==> config.mk <==
export PLATFORM = sky130hd
export DESIGN_NAME = scrolling_led_driver
export DESIGN_NICKNAME = d
export VERILOG_FILES = /design/src/rtl/scrolling_led_driver.sv
export SDC_FILE = /design/constraint.sdc
export NUM_CORES = 1
export LEC_CHECK = 0
export ABC_AREA = 1
export BUFFER_PORTS_ARGS = -buffer_cell sky130_fd_sc_hd__buf_2
export CORE_ASPECT_RATIO = 0.8
export CORE_MARGIN = 1.5
export CORE_UTILIZATION = 47
export DETAILED_ROUTE_END_ITERATION = 6
export HOLD_SLACK_MARGIN = 0.05
export PLACE_DENSITY = 0.63
export SYNTH_ARGS = -nofsm -noshare
export SYNTH_HDL_FRONTEND = slang
export SYNTH_SLANG_ARGS = --single-unit
==> constraint.sdc <==
create_clock -name clk -period 3 [get_ports clk]
set_input_delay 0.3 -clock clk [delete_from_list [all_inputs] [get_ports clk]]
set_output_delay 0.3 -clock clk [all_outputs]
set_load 0.02 [all_outputs]
==> src/rtl/scrolling_led_driver.sv <==
// Scrolling seven-segment driver: multiplexes NUM_DIGITS common-anode digits from
// a writable hex message buffer, scrolled by debounced button presses or a timer.
module scrolling_led_driver #(
  parameter int NUM_DIGITS      = 4,
  parameter int MSG_LEN         = 16,
  parameter int REFRESH_DIV     = 16,
  parameter int DEBOUNCE_CYCLES = 8,
  parameter int AUTO_PERIOD     = 64,
  localparam int AW = (MSG_LEN > 1) ? $clog2(MSG_LEN) : 1
) (
  input  logic                  clk,
  input  logic                  reset,
  input  logic                  btn,
  input  logic                  mode,
  input  logic                  wr_en,
  input  logic [AW-1:0]         wr_addr,
  input  logic [3:0]            wr_data,
  output logic [NUM_DIGITS-1:0] an,
  output logic [6:0]            seg,
  output logic                  dp,
  output logic [AW-1:0]         offset,
  output logic                  btn_stable,
  output logic                  digit_tick
);

  localparam int IW = (NUM_DIGITS > 1) ? $clog2(NUM_DIGITS) : 1;
  localparam int PW = $clog2(REFRESH_DIV);
  localparam int DW = $clog2(DEBOUNCE_CYCLES + 1);
  localparam int CW = $clog2(AUTO_PERIOD);

  localparam logic [PW-1:0] PRESC_MAX = PW'(REFRESH_DIV - 1);
  localparam logic [IW-1:0] IDX_MAX   = IW'(NUM_DIGITS - 1);
  localparam logic [DW-1:0] DEB_LAST  = DW'(DEBOUNCE_CYCLES - 1);
  localparam logic [CW-1:0] AUTO_MAX  = CW'(AUTO_PERIOD - 1);
  localparam logic [AW:0]   LEN_W     = (AW + 1)'(MSG_LEN);
  localparam logic [AW:0]   SPAN_W    = (AW + 1)'(NUM_DIGITS - 1);
  localparam logic [AW-1:0] LAST_ADDR = AW'(MSG_LEN - 1);

  logic [PW-1:0] presc;
  logic [IW-1:0] idx;
  logic [3:0]    buffer [MSG_LEN];
  logic [AW:0]   span;
  logic [AW:0]   sum;
  logic [AW:0]   rd_full;
  logic [AW-1:0] rd_addr;
  logic          sync1;
  logic          sync2;
  logic [DW-1:0] deb_cnt;
  logic          stable_d;
  logic          press;
  logic [CW-1:0] auto_cnt;
  logic          mode_d;
  logic [AW-1:0] next_off;

  function automatic logic [6:0] hex_to_seg(input logic [3:0] h);
    hex_to_seg = 7'h7F;
    case (h)
      4'h0: hex_to_seg = 7'h01;
      4'h1: hex_to_seg = 7'h4F;
      4'h2: hex_to_seg = 7'h12;
      4'h3: hex_to_seg = 7'h06;
      4'h4: hex_to_seg = 7'h4C;
      4'h5: hex_to_seg = 7'h24;
      4'h6: hex_to_seg = 7'h20;
      4'h7: hex_to_seg = 7'h0F;
      4'h8: hex_to_seg = 7'h00;
      4'h9: hex_to_seg = 7'h04;
      4'hA: hex_to_seg = 7'h08;
      4'hB: hex_to_seg = 7'h60;
      4'hC: hex_to_seg = 7'h31;
      4'hD: hex_to_seg = 7'h42;
      4'hE: hex_to_seg = 7'h30;
      4'hF: hex_to_seg = 7'h38;
      default: hex_to_seg = 7'h7F;
    endcase
  endfunction

  always_ff @(posedge clk or negedge reset) begin
    if (!reset) begin
      presc <= '0;
      idx   <= '0;
    end else if (presc == PRESC_MAX) begin
      presc <= '0;
      idx   <= (idx == IDX_MAX) ? '0 : idx + IW'(1);
    end else begin
      presc <= presc + PW'(1);
    end
  end

  assign digit_tick = (presc == PRESC_MAX);

  // offset + (NUM_DIGITS-1-idx) never exceeds 2*MSG_LEN-2, so one subtract is an exact modulo
  always_comb begin
    span    = SPAN_W - (AW + 1)'(idx);
    sum     = {1'b0, offset} + span;
    rd_full = (sum >= LEN_W) ? sum - LEN_W : sum;
    rd_addr = rd_full[AW-1:0];
  end

  always_ff @(posedge clk or negedge reset) begin
    if (!reset) begin
      an  <= '1;
      seg <= 7'h7F;
      dp  <= 1'b1;
    end else begin
      an  <= ~(NUM_DIGITS'(1) << idx);
      seg <= hex_to_seg(buffer[rd_addr]);
      dp  <= (rd_addr != '0);
    end
  end

  always_ff @(posedge clk or negedge reset) begin
    if (!reset) begin
      for (int i = 0; i < MSG_LEN; i++) begin
        buffer[i] <= '0;
      end
    end else if (wr_en && ({1'b0, wr_addr} < LEN_W)) begin
      buffer[wr_addr] <= wr_data;
    end
  end

  // Any sample agreeing with btn_stable restarts the count, so bounces never accumulate
  always_ff @(posedge clk or negedge reset) begin
    if (!reset) begin
      sync1      <= 1'b0;
      sync2      <= 1'b0;
      deb_cnt    <= '0;
      btn_stable <= 1'b0;
      stable_d   <= 1'b0;
    end else begin
      sync1    <= btn;
      sync2    <= sync1;
      stable_d <= btn_stable;
      if (sync2 != btn_stable) begin
        if (deb_cnt == DEB_LAST) begin
          btn_stable <= sync2;
          deb_cnt    <= '0;
        end else begin
          deb_cnt <= deb_cnt + DW'(1);
        end
      end else begin
        deb_cnt <= '0;
      end
    end
  end

  assign press    = btn_stable & ~stable_d;
  assign next_off = (offset == LAST_ADDR) ? '0 : offset + AW'(1);

  // A press outranks the auto terminal count; a mode flip only restarts the timer
  always_ff @(posedge clk or negedge reset) begin
    if (!reset) begin
      offset   <= '0;
      auto_cnt <= '0;
      mode_d   <= 1'b0;
    end else begin
      mode_d <= mode;
      if (press) begin
        auto_cnt <= '0;
        offset   <= mode ? '0 : next_off;
      end else if (!mode || (mode != mode_d)) begin
        auto_cnt <= '0;
      end else if (auto_cnt == AUTO_MAX) begin
        auto_cnt <= '0;
        offset   <= next_off;
      end else begin
        auto_cnt <= auto_cnt + CW'(1);
      end
    end
  end

endmodule

==> results.toml, run 1 <==
[worst_setup_path]
required_ns = 3.28
r2r_slack_ns = 0.12
crit_arrival_ns = 3.17
critical_path_class = "flop to flop"
startpoint_type = "flop"
cp_max_fo = 19
crit_path_end_kind = "flop"

[sta]
min_period_ns = 2.882
tns_ns = 0
fin_skew_ns = 0.01093
tightest_slew_ns = 0.6981
setup_viol = 0
holdWs_ns = 0.06243
finalCritPeriodShare_pct = 96.07
slew_violations = 0
relSlewSlack_pct = 53.46
fmax_mhz = 347.0
hold_violations = 0

[global_route]
grt_pass1_wl_mm = 18.96
use_met1_pct = 30.52
busiest_layer = "met2"
grt_pass1_vias = 3831
grt_use_met2_pct = 33.04
grt_overflow_total = 0
grt_util_met3_pct = 6.220
antenna_found_initial = 0
grt_usage_pct = 21.78
grt_max_degree = 54

[drt]
vias = 4016
vias_per_cell = 5.155
wl_mm = 11.28
drc = 0
first_iter_violations = 323
firstDrtPassIters = 5
drtAntennaViolNets = 0
routedWlPerCell_um = 14.48

[floorplan]
die_w_um = 118.1
io_pins = 31
rows = 33
die_y_um = 95.08
die_area_mm2 = 0.01123
core_area_mm2 = 0.01028
start_util_pct = 48.45

[place]
io_buffer_count = 30
gp_congestion = 0.8701
dp_hpwl_mm = 7.741

[yosys]
synthAdderAreaFrac_pct = 4.421
netlist_area_mm2 = 0.004981
synth-simple-area-share_pct = 27.93
synth_xor_area_share_pct = 1.055
syn_inst = 595
yosysWarnings = 0
ys_seq_area_share_pct = 51.04
synth_compound_area_share_pct = 8.139
synthMuxAreaShare_pct = 0
syn-num-nets = 625
ys_ff_latch = 101
synth_area_per_cell_um2 = 8.371
ys_types = 32
synth_top_family_by_area = "simple AND/OR/NAND/NOR gates"

[power_and_ir_drop]
irDropWorstVdd_mv = 0.3532
p_leak_nw = 2.780
power_density_mw_per_mm2 = 901.5

[clock_network]
clk_latency_ns = 0.35
cts-root-buf = "clkbuf_16"
cts_tree = "done"
clockBufferDepth = 2
path_clk_slew_ns = 0.06
cts_buffers = 9
cts.sinks = 101
htreeDepth = 3

[final_layout]
antenna_cells = 0
synthToLayoutAreaGrowth_pct = 13.06
drive_above_1_share_pct = 14.71
nets = 664

[job]
maxCapViolCount = 0

[worst_hold_path]
min_path_type = "input pin to flop"

[run_status]
status = "complete, no violations"
## placed cells by master, fill, tap and decap left out, drive strengths merged
master	synthesis	final
nor3	7	7
nor2	37	37
inv	68	67
nand3	78	78
buf	11	40
a21oi	18	18
dfstp	12	12
dfrtp	89	89
ha	16	16
dlygate4sd3	0	1
nand4	4	4
o21ai	63	63
clkinvlp	0	2
nand2	177	177
nor4	1	1
bufinv	0	1
xnor2	2	2
xor2	4	4
nand3b	2	2
clkbuf	3	15
fa	1	1
and3	1	1
or2	1	1
## layout make-up
cell class                      instances  area (um^2)
Tap cell                              140        175.2
Sequential cell                       101         2542
Timing Repair inverter                  1        7.507
Clock buffer                           15        267.8
Timing Repair Buffer                   41        270.3
Clock inverter                          1        30.03
Inverter                               68        261.5
Fill cell                             938         4649
Multi-Input combinational cell        412         2077
## kinds of logic after synthesis
logic type                 count (synthesis)
AOI/OAI and AO/OA                         81
xor gates and xnor gates                   6
adders and majority gates                 17
buffers and inverters                     82
DFF                                      101
and+or+nand+nor                          308
## state kept, by name, indices dropped and copies added, names as in the netlist
signal,cells
mode_d,1
an,4
auto_cnt,6
offset,4
sync2,1
stable_d,1
seg,7
btn_stable,1
dp,1
sync1,1
deb_cnt,4
buffer,64
idx,2
presc,4
## path summary, 6_finish.rpt
kind,endpoint,cells after the start,from
worst max-delay path,seg[3],15,idx[0]
min in group asynchronous,offset[1],2,reset
worst min register to register,sync2,0,sync1
worst max register to register,seg[3],15,idx[0]
worst min-delay path,sync1,1,btn
max in group asynchronous,buffer[29],3,reset
## metrics by stage
step / utilization, % / total power [mW] / area [um^2] / std cells / worst slack, ns
after floorplan: - / 3.364 / 4981 / 595 / 0.3905
after global placement: 51.04 / 3.780 / 5248 / 756 / 0.2517
after detailed placement: 51.04 / 3.813 / 5248 / 756 / 0.1619
after CTS: 54.03 / 4.991 / 5555 / 773 / 0.1498
after global routing: 54.78 / 5.478 / 5632 / 779 / -0.009409
final: 54.78 / 5.077 / 5632 / 779 / 0.1180
## cells in the mapped netlist
library cell  instances  area share (%)
nand2_1             170              13
dfrtp_1              89              45
nand3_1              75             7.5
inv_1                62             4.7
o21ai_0              61             6.1
nor2_1               35             2.6
a21oi_1              18             1.8
ha_1                 16             4.0
dfstp_2              12             6.3
buf_6                 6             1.4
inv_2                 5            0.38
nand2_2               5            0.63
nand4_1               4            0.50
xor2_1                4            0.70
buf_4                 3            0.45
clkbuf_1              3            0.23
nor3_1                3            0.30
nor3_2                3            0.60
buf_2                 2            0.20
nand2_4               2            0.45
nand3_4               2            0.70
nand3b_1              2            0.30
nor2_2                2            0.25
o21ai_1               2            0.20
xnor2_1               2            0.35
and3_1                1            0.13
fa_1                  1            0.40
inv_4                 1            0.13
nand3_2               1            0.20
nor3_4                1            0.33
nor4_4                1            0.43
or2_2                 1            0.13
## report_power, final
group | leakage (nW) | switching, mW | total (mW) | internal [mW]
logic | 1.40 | 1.36 | 2.07 | 0.716
registers | 1.23 | 0.145 | 1.83 | 1.69
clock network | 0.144 | 0.476 | 1.17 | 0.694
total | 2.78 | 1.98 | 5.08 | 3.10
## worst max-delay path, stage by stage (launching register included)
cell and delay [ns]:
dfrtp_1 0.41, inv_2 0.10, ha_1 0.19, inv_1 0.07, fa_2 0.67, buf_8 0.20
nand3_1 0.13, nand3_1 0.10, nand3_1 0.14, nand2_2 0.15, inv_1 0.10, ha_1 0.30
nand3_1 0.09, nand2_1 0.05, nand2_1 0.06, nand2_1 0.05
## per-layer routing
metal,up-vias,share of wire (%)
met5,-,0
met4,0,1.6
met3,15,6.8
met2,129,44
met1,1886,48
li1,1986,-
## repair_timing
item | CTS | global route
hold endpoints to repair | 40 | 0
hold buffers | 1 | 0
endpoints found under the setup margin | 0 | 5
resized for setup | 0 | 8
buffers inserted | 0 | 5
(Power assumes the default switching activity.)
==> run 2, diff against run 1 <==
CORE_MARGIN = 2   (was 1.5)
REMOVE_ABC_BUFFERS = 1   (was default)
==> results.toml, run 2 (synthesized netlist as in run 1, its figures left out) <==
[run_status]
status = "complete, no violations"

[global_route]
grt_usage_pct = 21.00
antenna_found_initial = 0
grt_pass1_vias = 3639
grt_pass1_wl_mm = 18.55
grt_overflow_total = 0
grt_max_degree = 66

[sta]
setup_viol = 0
relSlewSlack_pct = 46.04
fin_ws_ns = 0.1876
hold_violations = 0
finalCritPeriodShare_pct = 93.75
fmax_mhz = 355.6
slew_violations = 0
tightest_slew_ns = 0.8094
min_period_ns = 2.812
fin_skew_ns = 0.008386

[drt]
routedWlPerCell_um = 14.18
firstDrtPassIters = 4
wl_mm = 11.05
first_iter_violations = 324
vias_per_cell = 5.074
drtAntennaViolNets = 0
drc = 0
vias = 3953

[floorplan]
die_y_um = 96.08
die_area_mm2 = 0.01144
die_w_um = 119.1
io_pins = 31
core_area_mm2 = 0.01028
rows = 33
start_util_pct = 48.45

[clock_network]
cts.sinks = 101
cts-root-buf = "clkbuf_16"
cts_tree = "done"
cts_buffers = 9
path_clk_slew_ns = 0.07
htreeDepth = 3
clockBufferDepth = 2
clk_latency_ns = 0.35

[worst_setup_path]
critical_path_class = "flop to flop"
required_ns = 3.29
r2r_end = "seg[3]"
reg2reg_from = "idx[0]"
r2r_slack_ns = 0.19
crit_path_end_kind = "flop"
reg2reg_depth = 17
crit_arrival_ns = 3.10
startpoint_type = "flop"
cp_max_fo = 5

[power_and_ir_drop]
p_leak_nw = 2.771
switchingPower_mw = 2.015
pwr-share-comb_pct = 40.3
irDropWorstVdd_mv = 0.2880
pwr-share-clk_pct = 23.3
internal_power_mw = 3.030
power_density_mw_per_mm2 = 900.3
p_sw_share_pct = 39.94
power_frac_seq_pct = 36.5

[final_layout]
final_cell_mix = "nand2_1 (169), dfrtp_1 (89), nand3_1 (75)"
synthToLayoutAreaGrowth_pct = 12.51
largest_registers = "buffer x64, seg x7, auto_cnt x6"
multi_input_area_mm2 = 0.002074
largest-register = "buffer"
seqCellArea_mm2 = 0.002542
fill_cells = 957
drive_above_1_share_pct = 15.02
antenna_cells = 0
finalNonFillerCells = 779
nets = 664
largest_reg_flops = 64
mostFrequentLayoutCell = "nand2_1"

[worst_hold_path]
min_path_type = "input pin to asynchronous set/reset pin"

[place]
dp.cells = 757
io_buffer_count = 30
gp_congestion = 0.8812
dp_slack_ns = 0.1777
dp_hpwl_mm = 7.545

[job]
maxCapViolCount = 0
-- run 2: cell types whose count changed in the layout (fill, tap and decap cells not counted), sizes merged --
| cell | change |
|---|---|
| clkbuf | -5 |
| inv | +1 |
| clkinvlp | +2 |
| clkinv | +2 |
-- run 2: timing repair --
action	CTS	global route
resized for setup	0	5
setup endpoints to repair	0	4
hold buffers	1	0
setup buffers	0	5
hold endpoints to repair	1	0
-- run 2: stage by stage --
stage | setup TNS [ns] | utilization, % | instance area, um^2 | hold slack [ns] | total power [mW]
floorplan | 0 | - | 4870 | 0.004409 | 3.252
global placement | 0 | 50.99 | 5243 | 0.3343 | 3.781
detailed placement | 0 | 50.99 | 5243 | 0.3364 | 3.805
CTS | 0 | 54.01 | 5553 | 0.06168 | 4.992
global route | -0.02143 | 54.51 | 5604 | 0.07201 | 5.444
finish | 0 | 54.51 | 5604 | 0.04482 | 5.045
-- run 2: metal layers --
metal	wire length, um	vias up	global-route usage, %
li1	-	1988	-
met1	5602	1852	30.47
met2	4732	98	30.60
met3	538	15	5.569
met4	174	0	6.944
met5	0	-	0
-- run 2: worst max-delay path by stage --
stage               slack [ns]  cells after the start      to  startpoint
floorplan                 0.13                     14  seg[3]   offset[0]
global placement          0.24                     15  seg[3]      idx[0]
detailed placement        0.18                     15  seg[3]      idx[0]
CTS                       0.16                     15  seg[3]      idx[0]
global route             -0.01                     17  seg[0]      idx[0]
finish                    0.19                     17  seg[3]      idx[0]
-- run 2: critical path, stage by stage (launching register included) --
cell	delay [ns]
dfrtp_1	0.40
inv_1	0.15
ha_1	0.21
inv_1	0.06
fa_2	0.58
clkinvlp_4	0.11
buf_4	0.15
nand3_1	0.07
nand3_1	0.08
nand2_1	0.08
nand2_1	0.07
nand2_1	0.17
inv_1	0.09
ha_1	0.27
nand3_1	0.07
nand2_1	0.08
nand2_1	0.05
nand2_1	0.07
-- run 2: power by group through the flow --
stage | Sequential [mW] | Clock (mW) | Combinational [mW]
after CTS | 1.84 | 1.20 | 1.95
after global placement | 1.86 | 0 | 1.93
after floorplan | 1.92 | 0 | 1.33
after detailed placement | 1.86 | 0 | 1.94
after global routing | 1.88 | 1.26 | 2.30
final | 1.84 | 1.17 | 2.03
-- run 2: area by class of cell --
cell class	instances	share of cell area [%]
Multi-Input combinational cell	412	37.02
Tap cell	140	3.126
Sequential cell	101	45.37
Clock buffer	9	4.019
Inverter	68	4.666
Timing Repair Buffer	42	4.465
Clock inverter	7	1.340
==> run 3, diff against run 2 <==
PLACE_DENSITY = default   (was 0.63)
==> results.toml, run 3 (synthesized netlist as in run 1, its figures left out) <==
[run_status]
status = "complete, no violations"

[floorplan]
rows = 33
die_area_mm2 = 0.01144
start_util_pct = 48.45
die_w_um = 119.1
io_pins = 31
core_area_mm2 = 0.01028
die_y_um = 96.08

[drt]
drc = 0
wl_mm = 11.15
drtAntennaViolNets = 0
routedWlPerCell_um = 14.25
vias = 3947
vias_per_cell = 5.047
firstDrtPassIters = 5
first_iter_violations = 303

[worst_setup_path]
crit_path_cell_trace = "inv_2 -> ha_1 -> inv_1 -> fa_2 -> clkinvlp_4 -> buf_4 -> buf_4 -> buf_4 -> nand3_1 -> nand3_2 -> nand3_4 -> nand2_4 -> nand2_1 -> nand2_1 -> nand2_1 -> nand2_1"
slowest_stage = "fa_2"
crit_path_end_kind = "flop"
r2r_end = "seg[2]"
cp_max_fo = 10
crit_top_cell = "nand2_1"
critical_path_class = "flop to flop"
required_ns = 3.27
reg2reg_depth = 16
reg2reg_from = "idx[0]"
r2r_slack_ns = 0.21
startpoint_type = "flop"
max_stage_delay_ns = 0.58
crit_arrival_ns = 3.06

[power_and_ir_drop]
power_density_mw_per_mm2 = 892.8
p_leak_nw = 2.789
irDropWorstVdd_mv = 0.3452

[final_layout]
largest_reg_flops = 64
finalNonFillerCells = 782
antenna_cells = 0
synthToLayoutAreaGrowth_pct = 13.01
drive_above_1_share_pct = 15.89
final_cell_mix = "nand2_1 (168), dfrtp_1 (89), nand3_1 (74)"
seqCellArea_mm2 = 0.002542
nets = 667
finish.utilization_pct = 54.75
largest_registers = "buffer x64, seg x7, auto_cnt x6"
fill_cells = 987
multi_input_area_mm2 = 0.002082
largest-register = "buffer"
mostFrequentLayoutCell = "nand2_1"

[global_route]
grt_overflow_total = 0
grt_pass1_vias = 3669
antenna_found_initial = 0
grt_pass1_wl_mm = 18.79
grt_max_degree = 61
grt_usage_pct = 21.22

[clock_network]
cts_tree = "done"
htreeDepth = 3
cts_buffers = 9
path_clk_slew_ns = 0.07
cts-root-buf = "clkbuf_16"
cts.sinks = 101
clockBufferDepth = 2
clk_latency_ns = 0.35

[place]
gp_congestion = 0.8650
dp_hpwl_mm = 7.652
dp.cells = 755
io_buffer_count = 30

[sta]
min_period_ns = 2.789
fin_skew_ns = 0.01264
tightest_slew_ns = 0.7742
hold_violations = 0
relSlewSlack_pct = 48.39
rsz0062_at_grt = "false"
tns_ns = 0
setup_viol = 0
finalCritPeriodShare_pct = 92.96
slew_violations = 0
fmax_mhz = 358.6

[job]
maxCapViolCount = 0

[worst_hold_path]
min_path_type = "input pin to asynchronous set/reset pin"
run 3: changes by cell type in the layout (fill, tap and decap cells not counted), sizes merged:
cell | previous run | this run
buf | 40 | 44
clkinvlp | 4 | 2
inv | 68 | 70
bufinv | 1 | 0
run 3: per-stage QoR:
stage	hold slack, ns	setup slack (ns)	power, mW	cell area (um^2)
after CTS	0.05536	0.1427	4.931	5533
final	0.01784	0.2111	5.026	5629
after detailed placement	0.3347	0.1565	3.802	5240
after global placement	0.3345	0.2202	3.787	5240
after global routing	0.07726	0.007614	5.448	5629
after floorplan	0.004409	0.1330	3.252	4870
run 3: worst max path at each step:
stage / depth (start not counted) / from / to / slack (ns)
finish: 16 / idx[0] / seg[2] / 0.21
global placement: 15 / idx[0] / seg[3] / 0.22
global route: 16 / idx[0] / seg[3] / 0.008
floorplan: 14 / offset[0] / seg[3] / 0.13
CTS: 15 / idx[0] / seg[3] / 0.14
detailed placement: 15 / idx[0] / seg[3] / 0.16
run 3: metal layers:
metal	track usage, %	vias to the layer above	wire length (um)
met2	30.51	96	4596
met1	31.37	1842	5691
met5	0	-	0
met3	6.576	11	756
li1	-	1998	-
met4	4.762	0	102
run 3: report_power, final:
group / leakage (nW) / switching (mW) / internal [mW]
logic: 1.42 / 1.36 / 0.720
clock network: 0.140 / 0.521 / 0.591
registers: 1.23 / 0.150 / 1.69
run 3: what timing repair did:
item                       4_1_cts  5_1_grt
setup endpoints to repair        0        7
hold endpoints to repair         1        0
resized for setup                0        8
hold buffers                     1        0
setup buffers                    0       10
run 3: layout make-up:
type / count / share of cell area (%)
sequential: 101 / 45.17
clock buffer: 10 / 4.245
multi-input combinational: 412 / 36.99
clock inverter: 6 / 0.7780
timing repair buffer: 45 / 5.068
tap: 140 / 3.112
inverter: 68 / 4.645
run 3: worst max-delay path: cells and delay by family (launching register included):
family | cells | cell delay [ns]
adders and majority gates | 2 | 0.77
buffers and inverters | 6 | 0.75
DFF | 1 | 0.41
and+or+nand+nor | 8 | 0.80
